<file path="src/rtl/inst_queue_ctrl.sv">
// Instruction queue between fetcher and decoder: circular FIFO with registered issue port.
// Define INSTQ_BYPASS_EN to let a fetch into an empty queue issue directly at the same edge.
module inst_queue_ctrl #(
  parameter int DEPTH  = 8,
  parameter int ADDR_W = 3
) (
  input  logic              clk,
  input  logic              rst,
  input  logic              fetchValid,
  input  logic [31:0]       fetchPC,
  input  logic [31:0]       fetchInst,
  output logic              qFull,
  input  logic              dispStall,
  input  logic              flush,
  output logic              DecEn,
  output logic [31:0]       instPC,
  output logic [31:0]       inst,
  output logic [ADDR_W:0]   count
);

  typedef struct packed {
    logic [31:0] pc;
    logic [31:0] ins;
  } entry_t;

  entry_t            mem [DEPTH];
  logic [ADDR_W:0]   wr_ptr_q, wr_ptr_d, rd_ptr_q, rd_ptr_d, count_q, count_d;
  logic              dec_en_q, dec_en_d;
  entry_t            out_q, out_d;
  logic              empty, full, push, pop, byp;

  always_comb begin
    empty = (wr_ptr_q == rd_ptr_q);
    full  = (wr_ptr_q[ADDR_W] != rd_ptr_q[ADDR_W]) &&
            (wr_ptr_q[ADDR_W-1:0] == rd_ptr_q[ADDR_W-1:0]);
`ifdef INSTQ_BYPASS_EN
    byp   = empty && fetchValid && !dispStall && !flush;
`else
    byp   = 1'b0;
`endif
    // A bypassed fetch goes straight to the output and never occupies a slot.
    push  = fetchValid && !full && !flush && !byp;
    pop   = !empty && !dispStall && !flush;

    wr_ptr_d = wr_ptr_q;
    rd_ptr_d = rd_ptr_q;
    count_d  = count_q;
    dec_en_d = 1'b0;
    out_d    = out_q;

    if (flush) begin
      wr_ptr_d = '0;
      rd_ptr_d = '0;
      count_d  = '0;
    end else begin
      if (push) wr_ptr_d = wr_ptr_q + 1'b1;
      if (pop) begin
        rd_ptr_d = rd_ptr_q + 1'b1;
        dec_en_d = 1'b1;
        out_d    = mem[rd_ptr_q[ADDR_W-1:0]];
      end else if (byp) begin
        dec_en_d = 1'b1;
        out_d    = '{pc: fetchPC, ins: fetchInst};
      end
      if (push && !pop)      count_d = count_q + 1'b1;
      else if (pop && !push) count_d = count_q - 1'b1;
    end
  end

  always_ff @(posedge clk) begin
    if (push) mem[wr_ptr_q[ADDR_W-1:0]] <= '{pc: fetchPC, ins: fetchInst};
  end

  always_ff @(posedge clk or negedge rst) begin
    if (!rst) begin
      wr_ptr_q <= '0;
      rd_ptr_q <= '0;
      count_q  <= '0;
      dec_en_q <= 1'b0;
      out_q    <= '0;
    end else begin
      wr_ptr_q <= wr_ptr_d;
      rd_ptr_q <= rd_ptr_d;
      count_q  <= count_d;
      dec_en_q <= dec_en_d;
      out_q    <= out_d;
    end
  end

  assign qFull  = (count_q == (ADDR_W+1)'(DEPTH));
  assign count  = count_q;
  assign DecEn  = dec_en_q;
  assign instPC = out_q.pc;
  assign inst   = out_q.ins;

endmodule

</file>
<file path="config.mk">
export PLATFORM = sky130hd
export DESIGN_NAME = inst_queue_ctrl
export DESIGN_NICKNAME = d
export VERILOG_FILES = /design/src/rtl/inst_queue_ctrl.sv
export SDC_FILE = /design/constraint.sdc
export NUM_CORES = 1
export LEC_CHECK = 0
export CORE_ASPECT_RATIO = 1.5
export CORE_MARGIN = 2
export CORE_UTILIZATION = 45
export CTS_CLUSTER_DIAMETER = 120
export DETAILED_ROUTE_END_ITERATION = 7
export DONT_BUFFER_PORTS = 1
export PLACE_DENSITY_LB_ADDON = 0.15
export SLEW_MARGIN = 0
export SYNTH_ARGS = -nofsm -noshare
export SYNTH_HDL_FRONTEND = slang
export SYNTH_SLANG_ARGS = --single-unit
</file>
<file path="constraint.sdc">
create_clock -name clk -period 5.4 [get_ports clk]
set_input_delay 0.81 -clock clk [delete_from_list [all_inputs] [get_ports clk]]
set_output_delay 0.81 -clock clk [all_outputs]
set_load 0.02 [all_outputs]
</file>
==> results of run 1 <==
Yosys cell counts (all sizes together) (2+ instances only):
cell	instances	area, µm²
a21oi	5	25.0
buf	45	279
clkbuf	11	41.3
dfrtp	77	1930
edfxtp	512	15400
ha	4	50.1
inv	7	26.3
mux2i	66	661
mux4	128	2880
nand2	69	259
nand2b	4	27.5
nand3	4	20.0
nand4	3	18.8
nor2	16	60.1
nor3	2	10.0
o211ai	2	20.0
o21ai	69	345
o311ai	2	25.0
or2	2	12.5
xnor2	7	125
xor2	8	70.1
per-stage QoR:
step | hold slack [ns] | area, µm² | std cells | setup slack [ns] | utilization (%)
2_1_floorplan | 0.514 | 22400 | 1056 | 1.04 | -
4_1_cts | 0.151 | 25000 | 1785 | 1.93 | 50.5
6_report | 0.153 | 25000 | 1785 | 2.01 | 50.5
5_1_grt | 0.165 | 25000 | 1785 | 1.73 | 50.5
3_3_place_gp | 0.517 | 23200 | 1685 | 1.99 | 46.9
3_5_place_dp | 0.517 | 23200 | 1685 | 1.93 | 46.9
state kept, by name (all words and copies together) (netlist names):
signal    count
mem         512
instPC       32
inst         32
count         4
rd_ptr_q      4
wr_ptr_q      4
DecEn         1
area by class of cell:
cell class / instances / share of cell area [%]
Tap cell: 663 / 3.32
Clock buffer: 72 / 6.13
Multi-Input combinational cell: 404 / 19.3
Timing Repair Buffer: 23 / 0.872
Clock inverter: 27 / 0.962
Sequential cell: 589 / 69.3
Inverter: 7 / 0.105
power by group:
group | leakage (nW) | internal [mW] | switching (mW) | total [mW]
Clock | 0.879 | 2.17 | 1.62 | 3.80
Sequential | 5.59 | 5.25 | 0.582 | 5.83
Combinational | 1.44 | 0.531 | 0.506 | 1.04
how the worst max path moves through the flow:
stage	start	slack, ns	to
finish	rd_ptr_q[2]$_DFFE_PN0P_	2.01	count[3]$_DFFE_PN0P_
global route	rd_ptr_q[2]$_DFFE_PN0P_	1.73	count[3]$_DFFE_PN0P_
CTS	rd_ptr_q[0]$_DFFE_PN0P_	1.93	mem[7][30]$_DFFE_PP_
detailed placement	rd_ptr_q[0]$_DFFE_PN0P_	1.93	mem[7][17]$_DFFE_PP_
global placement	rd_ptr_q[0]$_DFFE_PN0P_	1.99	mem[6][39]$_DFFE_PP_
floorplan	fetchValid	1.04	mem[7][0]$_DFFE_PP_
cells by family after synthesis:
logic type | share of synthesized area [%]
flops | 77.2
mux | 15.8
simple gates | 1.94
compound gates | 2.27
buf+inv | 1.55
xor+xnor | 0.871
fa+ha+maj | 0.313
layer usage:
metal / GRT usage, % / wire length, µm / part of all wire, %
met5: 0 / 0 / 0
met4: 4.83 / 925 / 2.1
met3: 4.05 / 2370 / 5.4
met2: 31.2 / 23400 / 53
met1: 21.8 / 17600 / 40
critical path: cells and delay by family (launching register included):
family,cells,cell delay (ns)
compound gates,6,1.05
simple gates,1,0.23
fa+ha+maj,1,0.27
buf+inv,2,0.86
xor+xnor,1,0.39
flops,1,0.44
timing repair:
| item | 4_1_cts | 5_1_grt |
|---|---|---|
| endpoints found under the hold margin | 77 | 0 |
| hold buffers | 1 | 0 |
| setup endpoints to repair | 0 | 0 |
==> impl_metrics.json, run 1 <==
{
  "drive_above_1_share_pct": 22.8,
  "irDropWorstVdd_v": 0.000348,
  "grt_pass1_vias": 10558,
  "p_leak_nw": 7.91,
  "r2r_cells": 11,
  "final_common_cell": "edfxtp_1",
  "relSlewSlack_pct": 25.8,
  "die_x_um": 186,
  "wire_per_inst_um": 24.8,
  "cts_max_level": 2,
  "grt_first_pass_wirelength_um": 67000,
  "num_rows": 100,
  "routed_wirelength_um": 44300,
  "cts_setup_buffers": 0,
  "grt_max_degree": 78,
  "endpoint_kind": "register",
  "netlist_area_um2": 22400,
  "power_mw": 10.7,
  "status": "finished, final reports clean",
  "critPathLaunchType": "register",
  "track_usage_pct": 17.7,
  "ff_latch_area_um2": 17300,
  "netlist_instances": 1056,
  "ioPinCount": 139,
  "hold_violations": 0,
  "clk_latency_ns": 0.58,
  "seq_area_frac_synth_pct": 77.2,
  "syn_area_per_cell_um2": 21.2,
  "place.gp.congestion": 0.711,
  "power_density_nw_per_um2": 427,
  "core_um2": 49400,
  "arrival_ns": 3.86,
  "synth.distinct_cells": 44,
  "drc": 0,
  "worstReg2RegEnd": "count[3]$_DFFE_PN0P_",
  "numCtsBuffers": 53,
  "slowest_delay_ns": 0.77,
  "synth_edf_count": 512,
  "setup_viol": 0,
  "nFillCells": 3949,
  "worst_pin_slew_ns": 1.11,
  "clock.fmax_mhz": 295,
  "skew_ns": 0.0172,
  "dieArea_um2": 51600,
  "path_class": "reg2reg",
  "layout_common_cells": "edfxtp_1, mux4_2, dfrtp_1",
  "cts.clk_slew.worst_paths_ns": 0.06,
  "r2r-start": "rd_ptr_q[2]$_DFFE_PN0P_",
  "clkSinkCount": 589,
  "multi_input_area_um2": 4820,
  "hold_class": "in2async",
  "layout.nets": 1152,
  "cts_resized": 0,
  "port_buffers": 0,
  "finalSetupTns_ns": 0,
  "drv_slew": 0,
  "syn_nets": 1130,
  "reg2reg_slack_ns": 2.01,
  "required_ns": 5.87,
  "antenna_cells": 0,
  "synth_warnings": 0,
  "antenna_found_initial": 0,
  "cts_root_buffer": "clkbuf_16",
  "cp_max_fo": 66,
  "via_per_inst": 5.47,
  "drv_cap": 0,
  "ant_nets": 0,
  "fin_crit_ns": 3.39,
  "grt-ovfl-total": 0,
  "period_share_pct": 62.7,
  "drt_iter0_markers": 611,
  "rsz0062_at_grt": "no",
  "cts_tree": "done",
  "area_growth_pct": 11.5,
  "dp_hpwl_um": 24700,
  "crit_top_cell": "a21oi_1",
  "synth_ff_type": "edfxtp_1",
  "worstPathCellList": "buf_4, xor2_1, o31ai_1, a21oi_1, inv_1, ha_1, a21o_1, a21oi_1, a211oi_1, or2_1, o311ai_2",
  "start_util_pct": 45.3,
  "dr.pass1.iters": 5,
  "vias": 9764,
  "synth_seq_cells": 589,
  "slowest_stage": "buf_4",
  "cts_buffer_depth": 3,
  "async_flop_share_pct": 13.1,
  "die_h_um": 277
}
Power figures use the tool's default switching activity.
==> inputs of run 2 (changes only) <==
Clock period 5.4 ns to 3.1 ns, I/O delays scaled along.
==> impl_metrics.json, run 2 (same netlist as run 1, synthesis figures left out) <==
{
  "layout_common_cells": "edfxtp_1, mux4_2, dfrtp_1",
  "start_util_pct": 45.3,
  "arrival_ns": 3.19,
  "final_common_cell": "edfxtp_1",
  "antenna_found_initial": 7,
  "routed_wirelength_um": 44600,
  "crit_top_cell": "a21oi_1",
  "numCtsBuffers": 55,
  "slowest_delay_ns": 0.55,
  "grt_max_degree": 84,
  "endpoint_kind": "register",
  "irDropWorstVdd_v": 0.000528,
  "path_class": "reg2reg",
  "clock.fmax_mhz": 367,
  "swShare_pct": 25.3,
  "clk_latency_ns": 0.57,
  "power_frac_comb_pct": 11.0,
  "setup_viol": 0,
  "drive_above_1_share_pct": 21.4,
  "dp_hpwl_um": 23200,
  "cts_root_buffer": "clkbuf_16",
  "path_buf_inv": 1,
  "drv_cap": 0,
  "grt_pass1_vias": 11076,
  "num_rows": 100,
  "fin_crit_ns": 2.72,
  "die_h_um": 277,
  "p_switching_mw": 4.78,
  "port_buffers": 0,
  "largest_reg_flops": 512,
  "dr.pass1.iters": 4,
  "layout.nets": 1224,
  "min-delay-start": "flush",
  "hold_class": "in2reg",
  "cts_buffer_depth": 3,
  "utilization_pct": 52.3,
  "power_density_nw_per_um2": 730,
  "vias": 10130,
  "ant_nets": 0,
  "critPathLaunch": "wr_ptr_q[2]$_DFFE_PN0P_",
  "critPathLaunchType": "register",
  "intPower_mw": 14.1,
  "crit_family": "compound AO/OA/AOI/OAI gates",
  "via_per_inst": 5.44,
  "finalSetupTns_ns": 0,
  "drt_iter0_markers": 466,
  "die_x_um": 186,
  "slowest_stage": "dfrtp_2",
  "grt-ovfl-total": 0,
  "relSlewSlack_pct": 28.4,
  "status": "finished, final reports clean",
  "rsz0062_at_grt": "no",
  "hold_violations": 0,
  "cts_setup_buffers": 0,
  "r2r_cells": 10,
  "cts_max_level": 2,
  "required_ns": 3.57,
  "place.gp.congestion": 0.715,
  "track_usage_pct": 18.0,
  "core_um2": 49400,
  "cts.clk_slew.worst_paths_ns": 0.06,
  "holdPathStages": 1,
  "area_growth_pct": 15.5,
  "dieArea_um2": 51600,
  "cts_tree": "done",
  "drv_slew": 0,
  "grt_first_pass_wirelength_um": 68600,
  "p_clk_share_pct": 35.7,
  "seqPwrFrac_pct": 53.3,
  "ioPinCount": 139,
  "skew_ns": 0.0130,
  "r2r-start": "wr_ptr_q[2]$_DFFE_PN0P_",
  "worstPathCellList": "xor2_1, o31ai_1, a21oi_1, inv_1, ha_1, a21o_1, a21oi_1, a211oi_1, or2_1, o311ai_2",
  "p_leak_nw": 8.23,
  "critical_path_depth": 10,
  "clkSinkCount": 589,
  "cp_max_fo": 9,
  "worst_pin_slew_ns": 1.07,
  "period_share_pct": 87.9,
  "drc": 0,
  "wire_per_inst_um": 23.9
}
==> run 2: changes by cell type in the layout (fill, tap and decap cells not counted) <==
| cell | change |
|---|---|
| dlygate4sd3_1 | +66 |
| buf_12 | +11 |
| buf_4 | -7 |
| clkbuf_1 | +7 |
| clkinv_2 | -6 |
| clkbuf_8 | -5 |
| diode_2 | +5 |
| clkinvlp_4 | +4 |
| bufinv_16 | +3 |
| clkinv_1 | +2 |
| clkinv_4 | -2 |
| dfrtp_1 | -2 |
| dfrtp_2 | +2 |
==> run 2: power groups by stage <==
stage	sequential [mW]	clock [mW]	combinational, mW
CTS	10.1	6.94	2.16
global route	10.1	7.23	2.35
detailed placement	10.2	0	1.97
global placement	10.2	0	1.94
floorplan	10.1	0	1.64
finish	10.1	6.74	2.08
==> run 2: per-layer routing <==
layer  GRT usage [%]  up-vias  routed length, µm
met2            31.4      180              23400
li1                -     4466                  -
met3            3.27       61               1900
met4            4.87        4                830
met1            22.9     5419              18500
met5               0        -                 27
==> run 2: area by class of cell <==
cell class	count	area [µm²]
inverters	7	26.3
clock inverters	28	320
repair buffers	93	1050
well taps	663	830
clock buffers	74	1490
fillers	3882	23600
flip-flops and latches	589	17300
multi-input cells	404	4820
diodes	5	12.5
==> run 2: repair_timing <==
action / 4_1_cts / 5_1_grt
setup endpoints to repair: 0 / 1
hold buffers: 67 / 0
resized for setup: 0 / 2
endpoints found under the hold margin: 597 / 0
==> run 2: worst paths after layout <==
path                       slack (ns)                      end
setup / recovery                 0.38     count[3]$_DFFE_PN0P_
hold / removal                   0.03     count[3]$_DFFE_PN0P_
setup reg to reg                 0.38     count[3]$_DFFE_PN0P_
hold reg to reg                  0.62   instPC[23]$_DFFE_PN0P_
max in group asynchronous        2.20  rd_ptr_q[1]$_DFFE_PN0P_
min in group asynchronous        0.51          DecEn$_DFF_PN0_
==> run 2: through the flow <==
stage          hold slack, ns  cells  setup WS, ns  instance area [µm²]  power (mW)
2_1_floorplan           0.169   1056        -0.103                22400        11.7
3_3_place_gp            0.172   1689         0.374                23300        12.2
3_5_place_dp            0.172   1689         0.260                23300        12.2
4_1_cts               0.00221   1858         0.227                25800        19.2
5_1_grt                0.0173   1863         0.142                25900        19.7
6_report               0.0301   1863         0.376                25900        18.9
==> inputs of run 3 (changes only) <==
Settings changed: CORE_UTILIZATION 45 to 57.
==> impl_metrics.json, run 3 (same netlist as run 1, synthesis figures left out) <==
{
  "status": "finished, final reports clean",
  "p_leak_nw": 8.18,
  "track_usage_pct": 20.8,
  "drt_iter0_markers": 630,
  "clock.fmax_mhz": 360,
  "drive_above_1_share_pct": 20.7,
  "path_class": "reg2reg",
  "fin_crit_ns": 2.78,
  "slowest_stage": "dfrtp_1",
  "cts_max_level": 2,
  "clkSinkCount": 589,
  "clk_latency_ns": 0.58,
  "drv_slew": 0,
  "cts_root_buffer": "clkbuf_16",
  "place.gp.congestion": 0.715,
  "crit_top_cell": "a21oi_1",
  "numCtsBuffers": 51,
  "p_clk_share_pct": 33.7,
  "path_buf_inv": 1,
  "cts_setup_buffers": 0,
  "cts_tree": "done",
  "via_per_inst": 5.94,
  "p_switching_mw": 4.66,
  "layout.nets": 1224,
  "cts_buffer_depth": 3,
  "routed_wirelength_um": 41200,
  "grt-ovfl-total": 0,
  "critPathLaunchType": "register",
  "power_mw": 18.2,
  "core_um2": 38600,
  "dp_hpwl_um": 22300,
  "setup_viol": 0,
  "seqPwrFrac_pct": 55.2,
  "worstPathCellList": "xor2_1, o31ai_1, a21oi_1, inv_1, ha_1, a21o_1, a21oi_1, a211oi_1, or2_1, o311ai_2",
  "relSlewSlack_pct": 39.0,
  "num_rows": 88,
  "arrival_ns": 3.26,
  "cts_hold_buf": 67,
  "antenna_found_initial": 2,
  "hold_violations": 0,
  "die_h_um": 247,
  "start_util_pct": 58.0,
  "ant_nets": 0,
  "dieArea_um2": 40900,
  "endpoint_kind": "register",
  "power_density_nw_per_um2": 715,
  "drc": 0,
  "finalInstanceArea_um2": 25500,
  "wire_per_inst_um": 24.4,
  "period_share_pct": 89.6,
  "largest_reg_flops": 512,
  "grt_pass1_vias": 10808,
  "grt_max_degree": 104,
  "intPower_mw": 13.6,
  "ioPinCount": 139,
  "swShare_pct": 25.5,
  "placed_area_um2": 23200,
  "grt_first_pass_wirelength_um": 64000,
  "layout_common_cells": "edfxtp_1, mux4_2, dfrtp_1",
  "power_frac_comb_pct": 11.2,
  "hold_ws_ns": 0.0273,
  "area_growth_pct": 13.9,
  "crit_family": "compound AO/OA/AOI/OAI gates",
  "required_ns": 3.59,
  "cts.clk_slew.worst_paths_ns": 0.07,
  "final_common_cell": "edfxtp_1",
  "worst_pin_slew_ns": 0.916,
  "cp_max_fo": 10,
  "port_buffers": 0,
  "vias": 10026,
  "rsz0062_at_grt": "no",
  "skew_ns": 0.0259,
  "die_x_um": 166,
  "drv_cap": 0,
  "dr.pass1.iters": 7,
  "slowest_delay_ns": 0.68,
  "irDropWorstVdd_v": 0.000549,
  "cts_resized": 0,
  "hold_class": "in2reg"
}
run 3: routing by layer:
layer	global-route usage, %	up-vias	share of wire, %
met5	0	-	0
met4	6.32	0	2.6
met3	3.51	57	4.1
met2	36.1	209	52
met1	27.2	5298	41
li1	-	4462	-
run 3: final timing paths:
path | startpoint | to | slack, ns | depth (start not counted)
max | wr_ptr_q[1]$_DFFE_PN0P_ | count[3]$_DFFE_PN0P_ | 0.32 | 10
min | fetchValid | wr_ptr_q[1]$_DFFE_PN0P_ | 0.03 | 2
max reg2reg | wr_ptr_q[1]$_DFFE_PN0P_ | count[3]$_DFFE_PN0P_ | 0.32 | 10
min reg2reg | instPC[24]$_DFFE_PN0P_ | instPC[24]$_DFFE_PN0P_ | 0.62 | 2
max in group asynchronous | rst | inst[14]$_DFFE_PN0P_ | 2.18 | 2
min in group asynchronous | rst | instPC[12]$_DFFE_PN0P_ | 0.52 | 2
run 3: power groups by stage:
stage	clock network, mW	registers [mW]	logic [mW]
floorplan	0	10.1	1.64
global placement	0	10.2	1.88
detailed placement	0	10.2	1.91
CTS	6.30	10.1	2.09
global route	6.60	10.1	2.30
finish	6.14	10.1	2.04
run 3: stage by stage:
| stage | setup WS (ns) | cells | util (%) | setup TNS (ns) |
|---|---|---|---|---|
| 2_1_floorplan | -0.103 | 1056 | - | -38.31 |
| 3_3_place_gp | 0.392 | 1525 | 60.0 | 0 |
| 3_5_place_dp | 0.326 | 1525 | 60.0 | 0 |
| 4_1_cts | 0.309 | 1686 | 66.0 | 0 |
| 5_1_grt | 0.0842 | 1688 | 66.0 | 0 |
| 6_report | 0.321 | 1689 | 66.0 | 0 |
run 3: area by class of cell:
cell class | count | area (µm²)
Clock inverter | 19 | 201
Multi-Input combinational cell | 404 | 4820
Antenna cell | 3 | 7.51
Tap cell | 495 | 619
Inverter | 7 | 26.3
Sequential cell | 589 | 17300
Fill cell | 2508 | 13100
Clock buffer | 75 | 1420
Timing Repair Buffer | 97 | 1110
